File: config.mk
export PLATFORM = sky130hd
export DESIGN_NAME = fifo_ctrl
export DESIGN_NICKNAME = d
export VERILOG_FILES = /design/src/rtl/fifo_ctrl.sv
export SDC_FILE = /design/constraint.sdc
export NUM_CORES = 1
export LEC_CHECK = 0
export CAP_MARGIN = 10
export CORE_AREA = 2 2 99 101
export DETAILED_ROUTE_END_ITERATION = 16
export DIE_AREA = 0 0 101 103
export PLACE_DENSITY = 0.54
export REMOVE_ABC_BUFFERS = 1
export SKIP_CTS_REPAIR_TIMING = 1
export SLEW_MARGIN = 10
export SYNTH_ARGS = -nofsm -noshare
export SYNTH_HDL_FRONTEND = slang
export SYNTH_SLANG_ARGS = --single-unit
File: constraint.sdc
create_clock -name clk -period 6.41 [get_ports clk]
set_input_delay 1.923 -clock clk [delete_from_list [all_inputs] [get_ports clk]]
set_output_delay 1.923 -clock clk [all_outputs]
set_load 0.03 [all_outputs]
File: src/rtl/fifo_ctrl.sv
// fifo_ctrl
// Controller for a 1024 x 8 single-port external RAM used as a FIFO.
// One access (write or read) runs per two clock cycles, IDLE -> WR/RD -> IDLE.
// When both sides are eligible, a priority bit picks the winner.
// Every RAM control is decoded from the registered state alone.
//
// Ports
//   clk, rst_n                 system clock, async active-low reset
//   wr_req, wr_data, wr_ack    write handshake; wr_ack pulses in the WR cycle
//   rd_req, rd_ack             read handshake; rd_ack pulses in the RD cycle
//   rd_data, rd_valid          registered popped word; rd_valid pulses the cycle after RD
//   flush                      synchronous clear of pointers and count
//   full, empty, count         occupancy, 0..1024
//   ram_addr, ram_en, ram_cs,  RAM address and controls
//   ram_rws, ram_clk           ram_rws: 1 write, 0 read; ram_clk = ~clk
//   ram_wdata, ram_wdata_oe    write data and bus-driver enable
//   ram_rdata                  RAM bus as seen by the controller
module fifo_ctrl (
  input  logic        clk,
  input  logic        rst_n,
  input  logic        wr_req,
  input  logic [7:0]  wr_data,
  output logic        wr_ack,
  input  logic        rd_req,
  output logic        rd_ack,
  output logic [7:0]  rd_data,
  output logic        rd_valid,
  input  logic        flush,
  output logic        full,
  output logic        empty,
  output logic [10:0] count,
  output logic [9:0]  ram_addr,
  output logic        ram_en,
  output logic        ram_cs,
  output logic        ram_rws,
  output logic        ram_clk,
  output logic [7:0]  ram_wdata,
  output logic        ram_wdata_oe,
  input  logic [7:0]  ram_rdata
);

  localparam logic [1:0] ST_IDLE = 2'd0;
  localparam logic [1:0] ST_WR   = 2'd1;
  localparam logic [1:0] ST_RD   = 2'd2;

  logic [1:0] state;
  logic [1:0] state_nxt;
  logic [9:0] wptr;
  logic [9:0] rptr;
  logic       prio;       // 0: read wins a tie, 1: write wins a tie
  logic       wr_elig;
  logic       rd_elig;
  logic       grant_wr;
  logic       grant_rd;
  logic       in_wr;
  logic       in_rd;

  assign in_wr = (state == ST_WR);
  assign in_rd = (state == ST_RD);

  assign full  = (count == 11'd1024);
  assign empty = (count == 11'd0);

  assign wr_elig = wr_req & ~full;
  assign rd_elig = rd_req & ~empty;

  // Arbitration happens only in IDLE. Because of this, WR and RD always fall back to IDLE.
  // flush suppresses any grant in its cycle.
  always_comb begin
    grant_wr  = 1'b0;
    grant_rd  = 1'b0;
    state_nxt = ST_IDLE;
    if (state == ST_IDLE && !flush) begin
      if (wr_elig && rd_elig) begin
        grant_wr = prio;
        grant_rd = ~prio;
      end else begin
        grant_wr = wr_elig;
        grant_rd = rd_elig;
      end
    end
    if (grant_wr)      state_nxt = ST_WR;
    else if (grant_rd) state_nxt = ST_RD;
  end

  always_ff @(posedge clk or negedge rst_n) begin
    if (!rst_n) begin
      state    <= ST_IDLE;
      wptr     <= 10'd0;
      rptr     <= 10'd0;
      count    <= 11'd0;
      prio     <= 1'b0;
      rd_valid <= 1'b0;
      rd_data  <= 8'd0;
    end else begin
      state <= state_nxt;

      // After a grant, priority passes to the other side.
      if (grant_wr)      prio <= 1'b0;
      else if (grant_rd) prio <= 1'b1;

      // A flush during an access lets the RAM cycle finish,
      // but the bookkeeping update for that access is dropped.
      if (flush) begin
        wptr  <= 10'd0;
        rptr  <= 10'd0;
        count <= 11'd0;
      end else if (in_wr) begin
        wptr  <= wptr + 10'd1;
        count <= count + 11'd1;
      end else if (in_rd) begin
        rptr  <= rptr + 10'd1;
        count <= count - 11'd1;
      end

      if (in_rd) rd_data <= ram_rdata;
      rd_valid <= in_rd & ~flush;
    end
  end

  // RAM interface, decoded from state only.
  assign wr_ack       = in_wr;
  assign rd_ack       = in_rd;
  assign ram_en       = in_wr | in_rd;
  assign ram_cs       = in_wr | in_rd;
  assign ram_rws      = in_wr;
  assign ram_wdata_oe = in_wr;
  assign ram_wdata    = in_wr ? wr_data : 8'd0;
  assign ram_addr     = in_wr ? wptr : (in_rd ? rptr : 10'd0);
  assign ram_clk      = ~clk;

endmodule

==> summary.md, run 1 <==
| Metric | Value |
|---|---|
| Run status | complete, no violations |
| WL/cell | 13.30 µm |
| Mean Syn Cell Area | 9.276 µm² |
| Iter 0 DRT Violations | 79 |
| Worst-margin pin slew | 1000 ps |
| Die Height | 103 µm |
| CP startpoint kind | clock port |
| Final nets | 377 |
| PD cells | 484.3 nW/µm² |
| Initial antenna violation count | 0 |
| Worst Skew | 5.111 ps |
| Fin. Hold Viols | 0 |
| Hpwl dp | 4271 µm |
| Vias in the first global route | 2035 |
| Most common cell after layout, fill and taps aside | clkdlybuf4s50_1 |
| Skew-Pair Late Insertion Delay | 300 ps |
| CTS HTree Levels | 2 |
| Rows | 36 |
| CTS max path bufs | 2 |
| CTS clock-pin slew for the worst setup and hold paths | 80 ps |
| Final setup viols | 0 |
| Leakage power | 1.466 nW |
| Slew Limit Headroom | 33.33% |
| Die X | 101 µm |
| Number of synthesized flops with an enable pin | 0 |
| Yosys warns | 0 |
| RSZ-0062 raised after global routing | false |
| Synth async-reset ratio | 100.0% |
| IR drop worst, VDD | 266.9 µV |
| Worst setup margin | 274.0 ps |
| Global placer's final weighted congestion | 0.7413 |
| Initial core utilization | 27.26% |
| PortBufs | 67 |
| Data required time of the worst path | 4490 ps |
| GRT Max-Usage Layer | met2 |
| TritonCTS clock tree | done |
| Tot GR Track Use | 12.15% |
| Most common cell on crit path | clkbuf_8 |
| Top Family by Delay on Critical Path | buffers and inverters |
| Filler cell count | 967 |
| Drt first pass iters | 4 |
| Synth unique cells | 41 |
| WL final | 6050 µm |
| Power share of the clock group | 14.7% |
| Largest stage delay on the critical path | 660 ps |
| Switching Power | 754.4 µW |
| Combinational Power Share | 61.2% |
| Sequential share of the synthesized area | 41.73% |
| Synth Register Bits | 43 |
| Setup CP Type | clk -> out |
| M1 GR Usage | 16.07% |
| GR Overflow Total | 0 |
| Crit path DAT | 4210 ps |
| Core Area | 9459 µm² |
| CTS Buf Count | 5 |
| Hold Crit Class | reg -> reg |
| Max-slew violations | 0 |
| Share of cells above drive strength 1 | 6.745% |
| DRC Markers | 0 |
| Netlist Area Pre-Place | 2579 µm² |
| Largest net degree at the start of global routing | 44 |
| Crit-path slowest cell | clkdlybuf4s50_1 |
| Via/cell ratio | 4.738 |
| Crit-path max FO | 13 |
| Max cap viols | 0 |
| I/O pin count | 68 |
| Flop pwr share | 24.1% |
| DRT antenna net count | 0 |
| Most frequent cells in the layout | clkdlybuf4s50_1 (66), dfrtp_1 (43), nand2_1 (41), nor2_1 (26), a21oi_1 (19) |
| Met3 global-route usage | 2.237% |
| CP cell instances | clkbuf_8, clkbuf_8, inv_1, clkdlybuf4s50_1 |
| Sw Ratio | 45.32% |
| Synth Instances | 278 |
| First-pass GRT wire length | 9991 µm |
| Synth-to-Final Area Change | 33.28% |
| Place WS | 606.3 ps |
| Post-route cell area | 3437 µm² |
| Crit end category | primary output |
| Clk root buf | clkbuf_8 |
| Met2 GRT Util | 19.95% |
| Power Internal | 910.1 µW |
| Top_reg_cell synth | dfrtp_1 |
| CP bufs+invs | 4 |
| Fin Setup TNS | 0 ps |
| Inserted Diodes | 0 |
| Util after Layout | 36.34% |
| Via count | 2156 |
| DIE AREA | 10400 µm² |
| Cell Area, Placed | 3329 µm² |
==> final timing paths <==
| kind | start | end | slack, ps | cells after the start |
|---|---|---|---|---|
| setup / recovery | clk | ram_clk | 270 | 4 |
| hold / removal | rd_data[3] | rd_data[3] | 510 | 1 |
| setup reg to reg | state[1] | count[10] | 3380 | 10 |
| hold reg to reg | rd_data[3] | rd_data[3] | 510 | 1 |
| max in group asynchronous | rst_n | rptr[1] | 4010 | 1 |
| min in group asynchronous | rst_n | rd_data[7] | 1790 | 1 |
==> state kept, by name, summed over array words and instances (netlist names) <==
signal and flops:
prio 1, count 11, rptr 10, rd_data 8, state 2, wptr 10
rd_valid 1
==> worst register-to-register path, delay by kind of cell, from the launching register on <==
| family | cells | cell delay (ps) |
|---|---|---|
| AOI/OAI and AO/OA | 4 | 860 |
| muxes | 1 | 330 |
| adders and majority gates | 2 | 630 |
| DFF | 1 | 380 |
| buffers and inverters | 3 | 700 |
==> through the flow <==
stage                     std cells  power (mW)  hold slack, ps
after global routing            455       1.793           535.6
after global placement          447       1.447           491.4
after CTS                       455       1.686           514.7
after floorplan                 263       1.126           479.1
final                           455       1.664           509.8
after detailed placement        447       1.459           494.1
==> Yosys cell counts, types with 3 or more instances <==
cell / count / share of area, %
mux2_2: 8 / 3.5
nor2b_1: 3 / 0.73
nor2_1: 26 / 3.8
and2_1: 10 / 2.4
a21o_1: 5 / 1.5
nand4_1: 5 / 1.2
or3_1: 4 / 0.97
o21ai_0: 15 / 2.9
clkbuf_1: 9 / 1.3
ha_1: 15 / 7.3
a21oi_1: 19 / 3.7
nand3_1: 5 / 0.97
dfrtp_1: 43 / 42
xor2_1: 13 / 4.4
buf_4: 4 / 1.2
and3_1: 5 / 1.2
nand3b_1: 3 / 0.87
o21ai_1: 3 / 0.58
nand2_1: 41 / 6.0
inv_1: 8 / 1.2
xnor2_1: 7 / 2.4
==> power groups by stage <==
stage          registers [mW]  logic, mW  clock network (mW)
2_1_floorplan           0.505      0.605              0.0162
3_3_place_gp            0.405       1.01              0.0281
3_5_place_dp            0.407       1.02              0.0281
4_1_cts                 0.402       1.03               0.255
5_1_grt                 0.413       1.11               0.268
6_report                0.401       1.02               0.245
==> area by class of cell <==
class	count	area, µm²	share of cell area, %
inverter	7	26.28	0.7645
clock inverter	3	38.79	1.129
timing repair buffer	69	678.2	19.73
tap	114	142.6	4.150
multi-input combinational	212	1393	40.52
clock buffer	7	82.58	2.403
sequential	43	1076	31.31
==> routing by layer <==
layer,part of all wire [%],routed length (µm)
met5,0,0
met4,1.5,91
met3,4.9,298
met2,45,2695
met1,49,2964
==> cell families (layout without fill, tap and decap cells) <==
logic type | after synthesis | in the layout | share of synthesized area, %
fa+ha+maj | 16 | 16 | 8.054
buf+inv | 23 | 86 | 4.270
xor+xnor | 20 | 20 | 6.793
compound gates | 56 | 56 | 14.17
flops | 43 | 43 | 41.73
mux | 11 | 11 | 4.707
simple gates | 109 | 109 | 20.28
(Power assumes the default switching activity.)
==> inputs of run 2 (changes only) <==
--- a/config.mk
+++ b/config.mk
@@ -9,7 +9,7 @@
 export CORE_AREA = 2 2 99 101
 export DETAILED_ROUTE_END_ITERATION = 16
 export DIE_AREA = 0 0 101 103
-export PLACE_DENSITY = 0.54
+export PLACE_DENSITY = 0.55
 export REMOVE_ABC_BUFFERS = 1
 export SKIP_CTS_REPAIR_TIMING = 1
 export SLEW_MARGIN = 10
==> constraint.sdc (replaced) <==
create_clock -name clk -period 5.38 [get_ports clk]
set_input_delay 1.614 -clock clk [delete_from_list [all_inputs] [get_ports clk]]
set_output_delay 1.614 -clock clk [all_outputs]
set_load 0.03 [all_outputs]
==> run 2 against run 1 <==
Effect of this change: register-to-register slack worse by 1000 ps; via count increased by 1.6%; critical path depth did not move; critical path type unchanged; die area unchanged.
==> summary.md, run 2 (synthesized netlist as in run 1, its figures left out) <==
| Metric | Value |
|---|---|
| First-pass GRT wire length | 10010 µm (was 9991 µm) |
| Post-route cell area | 3441 µm² (was 3437 µm²) |
| RSZ-0062 raised after global routing | false (unchanged) |
| Initial core utilization | 27.26% (unchanged) |
| Core Area | 9459 µm² (unchanged) |
| IR drop worst, VDD | 290.9 µV (was 266.9 µV) |
| Crit path DAT | 3700 ps (was 4210 ps) |
| Leakage power | 1.465 nW (was 1.466 nW) |
| Via count | 2190 (was 2156) |
| WL final | 6024 µm (was 6050 µm) |
| I/O pin count | 68 (unchanged) |
| Cell Area, Placed | 3329 µm² (unchanged) |
| CTS clock-pin slew for the worst setup and hold paths | 90 ps (was 80 ps) |
| DRC Markers | 0 (unchanged) |
| CTS HTree Levels | 2 (unchanged) |
| CP startpoint kind | clock port (unchanged) |
| Tot GR Track Use | 12.03% (was 12.15%) |
| Share of cells above drive strength 1 | 7.038% (was 6.745%) |
| Worst Skew | 6.723 ps (was 5.111 ps) |
| Slew Limit Headroom | 33.24% (was 33.33%) |
| PD cells | 574.7 nW/µm² (was 484.3 nW/µm²) |
| Via/cell ratio | 4.813 (was 4.738) |
| Number of flip-flops in the largest register | 11 (unchanged) |
| Setup CP Type | clk -> out (unchanged) |
| Fin. Hold Viols | 0 (unchanged) |
| Final nets | 377 (unchanged) |
| Data required time of the worst path | 3770 ps (was 4490 ps) |
| Fin Setup TNS | 0 ps (unchanged) |
| Total chip power | 1.977 mW (was 1.664 mW) |
| Crit-path max FO | 11 (was 13) |
| Die X | 101 µm (unchanged) |
| Hold Crit Class | reg -> reg (unchanged) |
| Crit-path slowest cell | clkdlybuf4s50_1 (unchanged) |
| Worst-margin pin slew | 1001 ps (was 1000 ps) |
| Largest regs | count x11, rptr x10, wptr x10 (unchanged) |
| PortBufs | 67 (unchanged) |
| Rows | 36 (unchanged) |
| Filler cell count | 973 (was 967) |
| Skew-Pair Late Insertion Delay | 300 ps (about the same) |
| Largest stage delay on the critical path | 660 ps (about the same) |
| Final setup viols | 0 (unchanged) |
| Global placer's final weighted congestion | 0.8055 (was 0.7413) |
| Register with the most flip-flops | count (unchanged) |
| Synth-to-Final Area Change | 33.43% (was 33.28%) |
| Most common cell after layout, fill and taps aside | clkdlybuf4s50_1 (unchanged) |
| CTS Buf Count | 5 (unchanged) |
| Hpwl dp | 4299 µm (was 4271 µm) |
| Crit end category | primary output (unchanged) |
| CP cell instances | clkbuf_8, clkbuf_8, inv_1, clkdlybuf4s50_1 (unchanged) |
| Drt first pass iters | 4 (unchanged) |
| TritonCTS clock tree | done (unchanged) |
| WL/cell | 13.24 µm (was 13.30 µm) |
| Largest net degree at the start of global routing | 44 (unchanged) |
| Max-slew violations | 0 (unchanged) |
| CTS max path bufs | 2 (unchanged) |
| Max cap viols | 0 (unchanged) |
| Die Height | 103 µm (unchanged) |
| Run status | complete, no violations (unchanged) |
| Most common cell on crit path | clkbuf_8 (unchanged) |
| Vias in the first global route | 2114 (was 2035) |
| Top Family by Delay on Critical Path | buffers and inverters (unchanged) |
| DIE AREA | 10400 µm² (unchanged) |
| Iter 0 DRT Violations | 69 (was 79) |
| Inserted Diodes | 0 (unchanged) |
| Most frequent cells in the layout | clkdlybuf4s50_1 (66), dfrtp_1 (43), nand2_1 (41), nor2_1 (26), a21oi_1 (19) (unchanged) |
| GR Overflow Total | 0 (unchanged) |
| DRT antenna net count | 0 (unchanged) |
| Clk root buf | clkbuf_8 (unchanged) |
| CP bufs+invs | 4 (unchanged) |
| Initial antenna violation count | 0 (unchanged) |
## run 2: layout make-up
class / instances / area (µm²) / area share [%]
multi-input cells: 212 / 1393 / 40.47
flip-flops and latches: 43 / 1076 / 31.27
repair buffers: 69 / 678.2 / 19.71
well taps: 114 / 142.6 / 4.145
clock buffers: 6 / 78.83 / 2.291
clock inverters: 4 / 46.29 / 1.345
inverters: 7 / 26.28 / 0.7636
## run 2: power breakdown
| part | switching [mW] | internal [mW] |
|---|---|---|
| registers | 0.0742 | 0.404 |
| logic | 0.680 | 0.528 |
| clock network | 0.140 | 0.151 |
| total | 0.894 | 1.08 |
## run 2: routing by layer
layer / track usage [%] / up-vias / wire [µm]
met2: 19.74 / 70 / 2750
met3: 2.983 / 10 / 358
met4: 3.742 / 0 / 97
met5: 0 / - / 0
met1: 15.71 / 1033 / 2817
li1: - / 1077 / -
## run 2: stage by stage
stage | instances | util [%] | worst slack [ps] | hold WS (ps)
after global placement | 447 | 35.20 | 400.3 | 491.4
after global routing | 455 | 36.38 | 14.60 | 535.7
after floorplan | 263 | - | 891.5 | 479.1
after CTS | 455 | 36.38 | 45.14 | 519.4
final | 455 | 36.38 | 64.45 | 513.0
after detailed placement | 447 | 35.20 | 400.3 | 497.4
## run 2: final timing paths
kind	startpoint	endpoint	slack [ps]	cells after the start
min reg2reg	rd_data[6]	rd_data[6]	510	1
max reg2reg	state[1]	count[10]	2370	10
max	clk	ram_clk	60	4
min in group asynchronous	rst_n	rd_data[5]	1460	1
min	rd_data[6]	rd_data[6]	510	1
max in group asynchronous	rst_n	rptr[8]	3280	1
